## src/rtl/decode_issue_queue.sv

```systemverilog
// decode_issue_queue: in-order decode/issue queue with a register scoreboard.
// Fetched instructions are buffered in a DEPTH-entry FIFO. The head is decoded
// and, when free of register hazards, moved into a single issue register that
// drives the execute stage. Long ops (MULT/DIV/FPU) reserve their destination
// in a scoreboard until a writeback port reports completion.
//
// Ports:
//   iClk, iRst              clock, synchronous active-high reset
//   iInstrValid/oInstrReady fetch handshake, iInstruction payload
//   iFlush                  drop queued and staged instructions
//   oIssueValid/iIssueReady issue handshake
//   oOpcode..oOffset        registered decoded issue fields
//   iWbValid/iWbAddr        long-op completion, one 5-bit address per port
//   oCount                  queue occupancy (issue register excluded)
//   oHalted                 a HALT has issued; sticky until reset
module decode_issue_queue #(
    parameter int unsigned DEPTH  = 4,
    parameter int unsigned NUM_WB = 2
) (
    input  logic                      iClk,
    input  logic                      iRst,
    input  logic                      iInstrValid,
    output logic                      oInstrReady,
    input  logic [31:0]               iInstruction,
    input  logic                      iFlush,
    output logic                      oIssueValid,
    input  logic                      iIssueReady,
    output logic [5:0]                oOpcode,
    output logic [4:0]                oAddrRead0,
    output logic                      oEnRead0,
    output logic [4:0]                oAddrRead1,
    output logic                      oEnRead1,
    output logic [4:0]                oAddrWrite,
    output logic                      oEnWrite,
    output logic                      oLongOp,
    output logic [25:0]               oOffset,
    input  logic [NUM_WB-1:0]         iWbValid,
    input  logic [5*NUM_WB-1:0]       iWbAddr,
    output logic [$clog2(DEPTH):0]    oCount,
    output logic                      oHalted
);

    localparam int unsigned AW = $clog2(DEPTH);
    localparam int unsigned CW = AW + 1;
    localparam logic [5:0] OP_HALT = 6'h1F;

    logic [31:0]   r_mem [DEPTH];
    logic [AW-1:0] r_rd_ptr;
    logic [AW-1:0] r_wr_ptr;
    logic [CW-1:0] r_count;
    logic [31:0]   r_sb;
    logic          r_halted;
    logic          r_valid;
    logic [5:0]    r_op;
    logic [4:0]    r_ar0;
    logic          r_er0;
    logic [4:0]    r_ar1;
    logic          r_er1;
    logic [4:0]    r_aw;
    logic          r_ew;
    logic          r_long;
    logic [25:0]   r_off;

    logic [31:0]   w_head;
    logic [5:0]    w_op;
    logic [4:0]    w_rd;
    logic [4:0]    w_rs1;
    logic [4:0]    w_rs2;
    logic [4:0]    w_ar0;
    logic          w_er0;
    logic [4:0]    w_ar1;
    logic          w_er1;
    logic [4:0]    w_aw;
    logic          w_ew;
    logic          w_long;
    logic          w_iss_wr;
    logic          w_hz;
    logic          w_halt_pending;
    logic          w_pop;
    logic          w_push;
    logic          w_hs;
    logic [31:0]   w_sb_next;

    assign w_head = r_mem[r_rd_ptr];
    assign w_op   = w_head[31:26];
    assign w_rd   = w_head[25:21];
    assign w_rs1  = w_head[20:16];
    assign w_rs2  = w_head[15:11];

    // Decode of the queue head into register-file controls
    always_comb begin
        w_ew  = 1'b1;
        w_aw  = w_rd;
        w_er0 = 1'b1;
        w_ar0 = w_rs1;
        w_er1 = 1'b1;
        w_ar1 = w_rs2;
        case (w_op)
            6'h0C, 6'h10, 6'h15, 6'h1F, 6'h20, 6'h24: w_ew = 1'b0;
            default: ;
        endcase
        case (w_op)
            6'h11, 6'h12: w_aw = 5'd1;
            default: ;
        endcase
        case (w_op)
            6'h03, 6'h0C, 6'h10, 6'h1F, 6'h20, 6'h25: w_er0 = 1'b0;
            default: ;
        endcase
        case (w_op)
            6'h02, 6'h24: w_ar0 = w_rd;
            6'h11, 6'h12: w_ar0 = 5'd1;
            default: ;
        endcase
        case (w_op)
            6'h02, 6'h03, 6'h07, 6'h08, 6'h09, 6'h0A, 6'h0C, 6'h10, 6'h11,
            6'h1C, 6'h1D, 6'h1E, 6'h1F, 6'h20, 6'h24, 6'h25: w_er1 = 1'b0;
            default: ;
        endcase
        case (w_op)
            6'h14, 6'h15: w_ar1 = w_rd;
            6'h12:        w_ar1 = 5'd0;
            default: ;
        endcase
    end

    assign w_long = (w_op >= 6'h16) && (w_op <= 6'h1E);

    // A long op still sitting in the issue register has not reached the
    // scoreboard yet, so its destination is checked directly.
    assign w_iss_wr = r_valid && r_long && r_ew && (r_aw != 5'd0);

    assign w_hz = (w_er0 && (w_ar0 != 5'd0) && (r_sb[w_ar0] || (w_iss_wr && (r_aw == w_ar0))))
               || (w_er1 && (w_ar1 != 5'd0) && (r_sb[w_ar1] || (w_iss_wr && (r_aw == w_ar1))))
               || (w_ew  && (w_aw  != 5'd0) && (r_sb[w_aw]  || (w_iss_wr && (r_aw == w_aw))));

    // Nothing may follow a staged HALT into the issue register
    assign w_halt_pending = r_valid && (r_op == OP_HALT);

    assign w_hs   = r_valid && iIssueReady;
    assign w_pop  = (r_count != CW'(0)) && !w_hz && !r_halted && !w_halt_pending
                 && (!r_valid || iIssueReady);
    assign oInstrReady = !r_halted && ((r_count < CW'(DEPTH)) || w_pop);
    assign w_push = iInstrValid && oInstrReady;

    // Scoreboard next state: writeback clears first, issue set wins
    always_comb begin
        w_sb_next = r_sb;
        for (int k = 0; k < int'(NUM_WB); k++) begin
            if (iWbValid[k]) w_sb_next[iWbAddr[5*k +: 5]] = 1'b0;
        end
        if (w_hs && !iFlush && r_long && r_ew && (r_aw != 5'd0)) w_sb_next[r_aw] = 1'b1;
    end

    // Queue storage
    always_ff @(posedge iClk) begin
        if (!iRst && !iFlush && w_push) r_mem[r_wr_ptr] <= iInstruction;
    end

    // Pointers, occupancy, issue register, scoreboard, halt flag
    always_ff @(posedge iClk) begin
        if (iRst) begin
            r_rd_ptr <= '0;
            r_wr_ptr <= '0;
            r_count  <= '0;
            r_sb     <= '0;
            r_halted <= 1'b0;
            r_valid  <= 1'b0;
            r_op     <= '0;
            r_ar0    <= '0;
            r_er0    <= 1'b0;
            r_ar1    <= '0;
            r_er1    <= 1'b0;
            r_aw     <= '0;
            r_ew     <= 1'b0;
            r_long   <= 1'b0;
            r_off    <= '0;
        end else begin
            r_sb <= w_sb_next;
            if (iFlush) begin
                r_rd_ptr <= '0;
                r_wr_ptr <= '0;
                r_count  <= '0;
                r_valid  <= 1'b0;
            end else begin
                if (w_push) r_wr_ptr <= AW'(r_wr_ptr + AW'(1));
                if (w_pop)  r_rd_ptr <= AW'(r_rd_ptr + AW'(1));
                case ({w_push, w_pop})
                    2'b10:   r_count <= r_count + CW'(1);
                    2'b01:   r_count <= r_count - CW'(1);
                    default: ;
                endcase
                if (w_pop) begin
                    r_valid <= 1'b1;
                    r_op    <= w_op;
                    r_ar0   <= w_ar0;
                    r_er0   <= w_er0;
                    r_ar1   <= w_ar1;
                    r_er1   <= w_er1;
                    r_aw    <= w_aw;
                    r_ew    <= w_ew;
                    r_long  <= w_long;
                    r_off   <= w_head[25:0];
                end else if (w_hs) begin
                    r_valid <= 1'b0;
                end
                if (w_hs && (r_op == OP_HALT)) r_halted <= 1'b1;
            end
        end
    end

    assign oIssueValid = r_valid;
    assign oOpcode     = r_op;
    assign oAddrRead0  = r_ar0;
    assign oEnRead0    = r_er0;
    assign oAddrRead1  = r_ar1;
    assign oEnRead1    = r_er1;
    assign oAddrWrite  = r_aw;
    assign oEnWrite    = r_ew;
    assign oLongOp     = r_long;
    assign oOffset     = r_off;
    assign oCount      = r_count;
    assign oHalted     = r_halted;

endmodule
```

## config.mk

```make
export PLATFORM = sky130hd
export DESIGN_NAME = decode_issue_queue
export DESIGN_NICKNAME = d
export VERILOG_FILES = /design/src/rtl/decode_issue_queue.sv
export SDC_FILE = /design/constraint.sdc
export NUM_CORES = 1
export LEC_CHECK = 0
export BUFFER_PORTS_ARGS = -buffer_cell sky130_fd_sc_hd__buf_4
export CAP_MARGIN = 5
export CORE_MARGIN = 4
export CORE_UTILIZATION = 30
export DETAILED_ROUTE_END_ITERATION = 10
export GPL_TIMING_DRIVEN = 0
export SLEW_MARGIN = 20
export SYNTH_ARGS = -nofsm -noshare
export SYNTH_HDL_FRONTEND = slang
export SYNTH_SLANG_ARGS = --single-unit
```

## constraint.sdc

```tcl
create_clock -name iClk -period 4.45 [get_ports iClk]
set_clock_uncertainty 0.05 [all_clocks]
set_input_delay 1.1125 -clock iClk [delete_from_list [all_inputs] [get_ports iClk]]
set_output_delay 1.1125 -clock iClk [all_outputs]
set_load 0.03 [all_outputs]
```

==> report_table.html <==
<table>
<tr><th>Metric</th><th>Value</th></tr>
<tr><th colspan="2">Status</th></tr>
<tr><td>Status</td><td>finished, violations left</td></tr>
<tr><td>Violations in the final reports</td><td>negative setup slack</td></tr>
<tr><th colspan="2">Routing</th></tr>
<tr><td>Remaining antenna violation count after routing</td><td>0</td></tr>
<tr><td>Routed met3 length</td><td>3490 um</td></tr>
<tr><td>Per-cell routed wire length</td><td>22.3 um</td></tr>
<tr><td>Number of remaining DRC errors</td><td>0</td></tr>
<tr><td>Detailed-route via count</td><td>8977</td></tr>
<tr><td>DR iter-0 viols</td><td>757</td></tr>
<tr><td>Average vias per placed instance</td><td>5.44</td></tr>
<tr><td>Routed Wire Length</td><td>36800 um</td></tr>
<tr><td>Detailed-route wire length on metal 1</td><td>15900 um</td></tr>
<tr><td>1st-pass router iterations</td><td>5</td></tr>
<tr><td>Highest routing layer actually used</td><td>met4</td></tr>
<tr><td>WL met2</td><td>16400 um</td></tr>
<tr><th colspan="2">Place</th></tr>
<tr><td>Half-perimeter wire length of the detailed placement result</td><td>23800 um</td></tr>
<tr><td>Global placer's final weighted congestion</td><td>0.937</td></tr>
<tr><td>Input/output buffers</td><td>105</td></tr>
<tr><td>Setup Slack @ Placement</td><td>-1.08 ns</td></tr>
<tr><th colspan="2">CTS</th></tr>
<tr><td>Clock transition time at the flip-flop clock pins of the worst setup and hold paths</td><td>0.06 ns</td></tr>
<tr><td>Number of buffers added by the clock tree synthesis step</td><td>24</td></tr>
<tr><td>Worst skew pair latency</td><td>0.53 ns</td></tr>
<tr><td>Clock Path Buffers</td><td>3</td></tr>
<tr><td>Clock Sinks</td><td>222</td></tr>
<tr><td>CTS H-Tree Depth</td><td>1</td></tr>
<tr><td>Cell at the root of the clock tree</td><td>sky130_fd_sc_hd__clkbuf_16</td></tr>
<tr><td>CTS tree</td><td>yes</td></tr>
<tr><th colspan="2">Synthesis</th></tr>
<tr><td>Ys Warns</td><td>0</td></tr>
<tr><td>Number of synthesized register bits</td><td>222</td></tr>
<tr><td>Primary FF master, synth</td><td>sky130_fd_sc_hd__edfxtp_1</td></tr>
<tr><td>Fraction of the yosys area taken by sequential cells</td><td>52.1%</td></tr>
<tr><td>Synthesized area</td><td>11000 um2</td></tr>
<tr><td>Post-synth ARST share</td><td>0%</td></tr>
<tr><td>Post-synth EDFFs</td><td>128</td></tr>
<tr><td>Syn nets</td><td>987</td></tr>
<tr><td>Count of cell types in the netlist</td><td>90</td></tr>
<tr><td>Post-synthesis cell count</td><td>932</td></tr>
<tr><td>Average instance area after synthesis</td><td>11.8 um2</td></tr>
<tr><th colspan="2">Timing</th></tr>
<tr><td>Final Hold Slack</td><td>0.443 ns</td></tr>
<tr><td>Worst Setup Slack, final</td><td>-0.871 ns</td></tr>
<tr><td>Actual transition at the worst max-transition pin</td><td>1.18 ns</td></tr>
<tr><td>Count of final hold-check violations</td><td>0</td></tr>
<tr><td>Share of the cycle needed by the critical path after routing</td><td>120%</td></tr>
<tr><td>Setup repair after global routing missed its margin</td><td>true</td></tr>
<tr><td>Number of setup violations in the final report</td><td>183</td></tr>
<tr><td>Final critical delay including setup and external delays</td><td>5.32 ns</td></tr>
<tr><td>Max Fclk</td><td>188 MHz</td></tr>
<tr><td>Relative slew slack</td><td>20.9%</td></tr>
<tr><td>Final number of max-transition violations</td><td>0</td></tr>
<tr><td>Post-Route Setup TNS</td><td>-52.59 ns</td></tr>
<tr><th colspan="2">Die</th></tr>
<tr><td>Placeable core area</td><td>35800 um2</td></tr>
<tr><td>Die Span X</td><td>199 um</td></tr>
<tr><td>Row count</td><td>69</td></tr>
<tr><td>Die Span Y</td><td>199 um</td></tr>
<tr><td>Die Area</td><td>39700 um2</td></tr>
<tr><td>Top Ports</td><td>106</td></tr>
<tr><td>Initial Util</td><td>30.6%</td></tr>
<tr><th colspan="2">Critical path</th></tr>
<tr><td>Setup crit start kind</td><td>flip-flop</td></tr>
<tr><td>Element type at the critical path end</td><td>primary output</td></tr>
<tr><td>Endpoint of the worst-slack reg-to-reg timing path</td><td>oCount[2]</td></tr>
<tr><td>Cell count of the worst reg-to-reg path</td><td>24</td></tr>
<tr><td>Setup slack of the most critical reg-to-reg path</td><td>-0.59 ns</td></tr>
<tr><td>Arrival time at the worst endpoint</td><td>4.16 ns</td></tr>
<tr><td>Crit path required time</td><td>3.29 ns</td></tr>
<tr><td>Highest fanout seen on the critical path</td><td>10</td></tr>
<tr><td>Critical Path End</td><td>oInstrReady</td></tr>
<tr><td>Worst Path Class, Setup</td><td>reg2out</td></tr>
<tr><th colspan="2">Cells and area</th></tr>
<tr><td>Area growth, synth to finish</td><td>36.5%</td></tr>
<tr><td>Commonest non-fill, non-tap cells in the layout</td><td>sky130_fd_sc_hd__buf_4, sky130_fd_sc_hd__edfxtp_1, sky130_fd_sc_hd__nor2_1</td></tr>
<tr><td>Final #Nets</td><td>1227</td></tr>
<tr><td>Multi-input logic area</td><td>5270 um2</td></tr>
<tr><td>Register Area</td><td>5730 um2</td></tr>
<tr><td># diodes</td><td>0</td></tr>
<tr><td>Fraction of final layout cells with drive strength greater than 1</td><td>34.8%</td></tr>
<tr><td>Number of inserted filler cells in the final layout</td><td>3342</td></tr>
<tr><td>Most common cell after layout, fill and taps aside</td><td>sky130_fd_sc_hd__buf_4</td></tr>
<tr><th colspan="2">Job</th></tr>
<tr><td>Max-cap check violation count</td><td>0</td></tr>
<tr><th colspan="2">Pwr</th></tr>
<tr><td>Part of the total power dissipated in the clock network</td><td>42.2%</td></tr>
<tr><td>Power per standard cell area</td><td>318 nW/um2</td></tr>
<tr><td>Net switching power figure</td><td>1130 uW</td></tr>
<tr><td>Internal power</td><td>3640 uW</td></tr>
<tr><td>Maximum vdd drop</td><td>0.278 mV</td></tr>
<tr><td>Net switching fraction of the power</td><td>23.7%</td></tr>
<tr><td>Leakage power of the design</td><td>0.00564 uW</td></tr>
<tr><td>Combinational power share</td><td>11.5%</td></tr>
<tr><td>Sequential fraction of design power</td><td>46.3%</td></tr>
<tr><th colspan="2">Min path</th></tr>
<tr><td>Worst hold path class</td><td>reg2reg</td></tr>
<tr><td>Hold wc startpoint</td><td>oAddrRead1[3]</td></tr>
<tr><th colspan="2">GRT</th></tr>
<tr><td>Pin count of the biggest net entering global routing</td><td>17</td></tr>
<tr><td>Global route overflow</td><td>0</td></tr>
<tr><td>Number of global-route vias before repair</td><td>8855</td></tr>
<tr><td>Global-route wire length before repair</td><td>55600 um</td></tr>
<tr><td>Antenna violations before repair</td><td>0</td></tr>
<tr><td>GRT Total Usage</td><td>18.1%</td></tr>
</table>
## registers in the layout, indices dropped and copies added (netlist names), named ones only
| signal | cells |
|---|---|
| oEnRead0 | 1 |
| oOffset | 26 |
| oAddrWrite | 5 |
| oIssueValid | 1 |
| r_sb | 32 |
| oCount | 3 |
| oEnWrite | 1 |
| oHalted | 1 |
| oEnRead1 | 1 |
| oAddrRead1 | 5 |
| r_wr_ptr | 2 |
| r_rd_ptr | 2 |
| oLongOp | 1 |
| r_mem | 128 |
| oOpcode | 6 |
| oAddrRead0 | 5 |
## area by class of cell
| cell class | instances | share of cell area, % |
|---|---|---|
| Buffer | 56 | 2.96 |
| Clock buffer | 35 | 4.62 |
| Clock inverter | 9 | 0.818 |
| Inverter | 21 | 0.543 |
| Multi-Input combinational cell | 632 | 35.2 |
| Sequential cell | 222 | 38.2 |
| Tap cell | 461 | 3.85 |
| Timing Repair Buffer | 215 | 13.8 |
## critical path, stage by stage, from the launching register on
cell	delay (ns)
sky130_fd_sc_hd__dfxtp_2	0.33
sky130_fd_sc_hd__buf_8	0.13
sky130_fd_sc_hd__buf_12	0.11
sky130_fd_sc_hd__buf_4	0.11
sky130_fd_sc_hd__mux4_2	0.68
sky130_fd_sc_hd__clkbuf_2	0.29
sky130_fd_sc_hd__clkbuf_4	0.29
sky130_fd_sc_hd__mux2i_1	0.15
sky130_fd_sc_hd__mux2i_1	0.30
sky130_fd_sc_hd__a21oi_1	0.11
sky130_fd_sc_hd__nand3_1	0.15
sky130_fd_sc_hd__a31o_2	0.20
sky130_fd_sc_hd__nand4_1	0.15
sky130_fd_sc_hd__o31a_1	0.37
sky130_fd_sc_hd__nor2_2	0.10
sky130_fd_sc_hd__buf_6	0.14
## worst min path at each step
stage	end	slack, ns	cells past startpoint
global placement	oAddrRead1[3]	0.42	2
floorplan	r_sb[0]	0.41	2
global route	oAddrRead1[3]	0.47	2
finish	oAddrRead1[3]	0.44	2
detailed placement	oAddrRead1[3]	0.43	2
CTS	oAddrRead1[3]	0.44	2
## through the flow
step                power, uW  area, um2  instances  util, %
floorplan                2510      11000        932        -
global placement         2660      12400       1498     34.6
detailed placement       2660      12400       1498     34.7
CTS                      4780      14600       1629     40.8
global route             4950      15000       1651     41.8
finish                   4770      15000       1651     41.8
## power by group through the flow
stage	clock (uW)	sequential (uW)	combinational [uW]
finish	2010	2210	547
global route	2160	2210	581
CTS	2060	2210	515
global placement	0	2250	407
detailed placement	0	2250	412
floorplan	0	2270	234
## synthesized netlist by cell type, drive strengths merged (10+ instances only)
cell type,instances,share of area [%]
nor3,16,0.77
and3,12,0.68
buf,29,2.2
a211oi,13,0.89
a22oi,62,4.3
dfxtp,94,17
a21oi,36,1.7
mux2i,79,7.3
nand2,45,1.5
clkbuf,32,1.1
nor2,110,3.8
nor3b,13,0.93
o21ai,22,1.1
inv,20,0.68
xnor2,10,0.80
nand3,19,0.87
mux4,33,6.8
edfxtp,128,35
## layer usage
metal | track usage [%] | vias up
met4 | 4.13 | 0
met2 | 27.7 | 413
met1 | 25.5 | 4397
met5 | 0 | -
li1 | - | 4105
met3 | 5.33 | 62
## repair_timing
item	CTS	global route
setup endpoints to repair	185	186
pin swaps	39	31
gates cloned	13	2
resized for setup	107	46
hold buffers	0	0
buffers inserted	79	23
## kinds of logic after synthesis
| logic type | Yosys count | synth area share (%) |
|---|---|---|
| and+or+nand+nor | 278 | 13.0 |
| DFF | 222 | 52.1 |
| AOI/OAI and AO/OA | 211 | 14.2 |
| muxes | 119 | 14.8 |
| buffers and inverters | 82 | 3.99 |
| xor gates and xnor gates | 14 | 1.12 |
| adders and majority gates | 6 | 0.752 |
No activity file was read; power rests on OpenSTA's default activity.
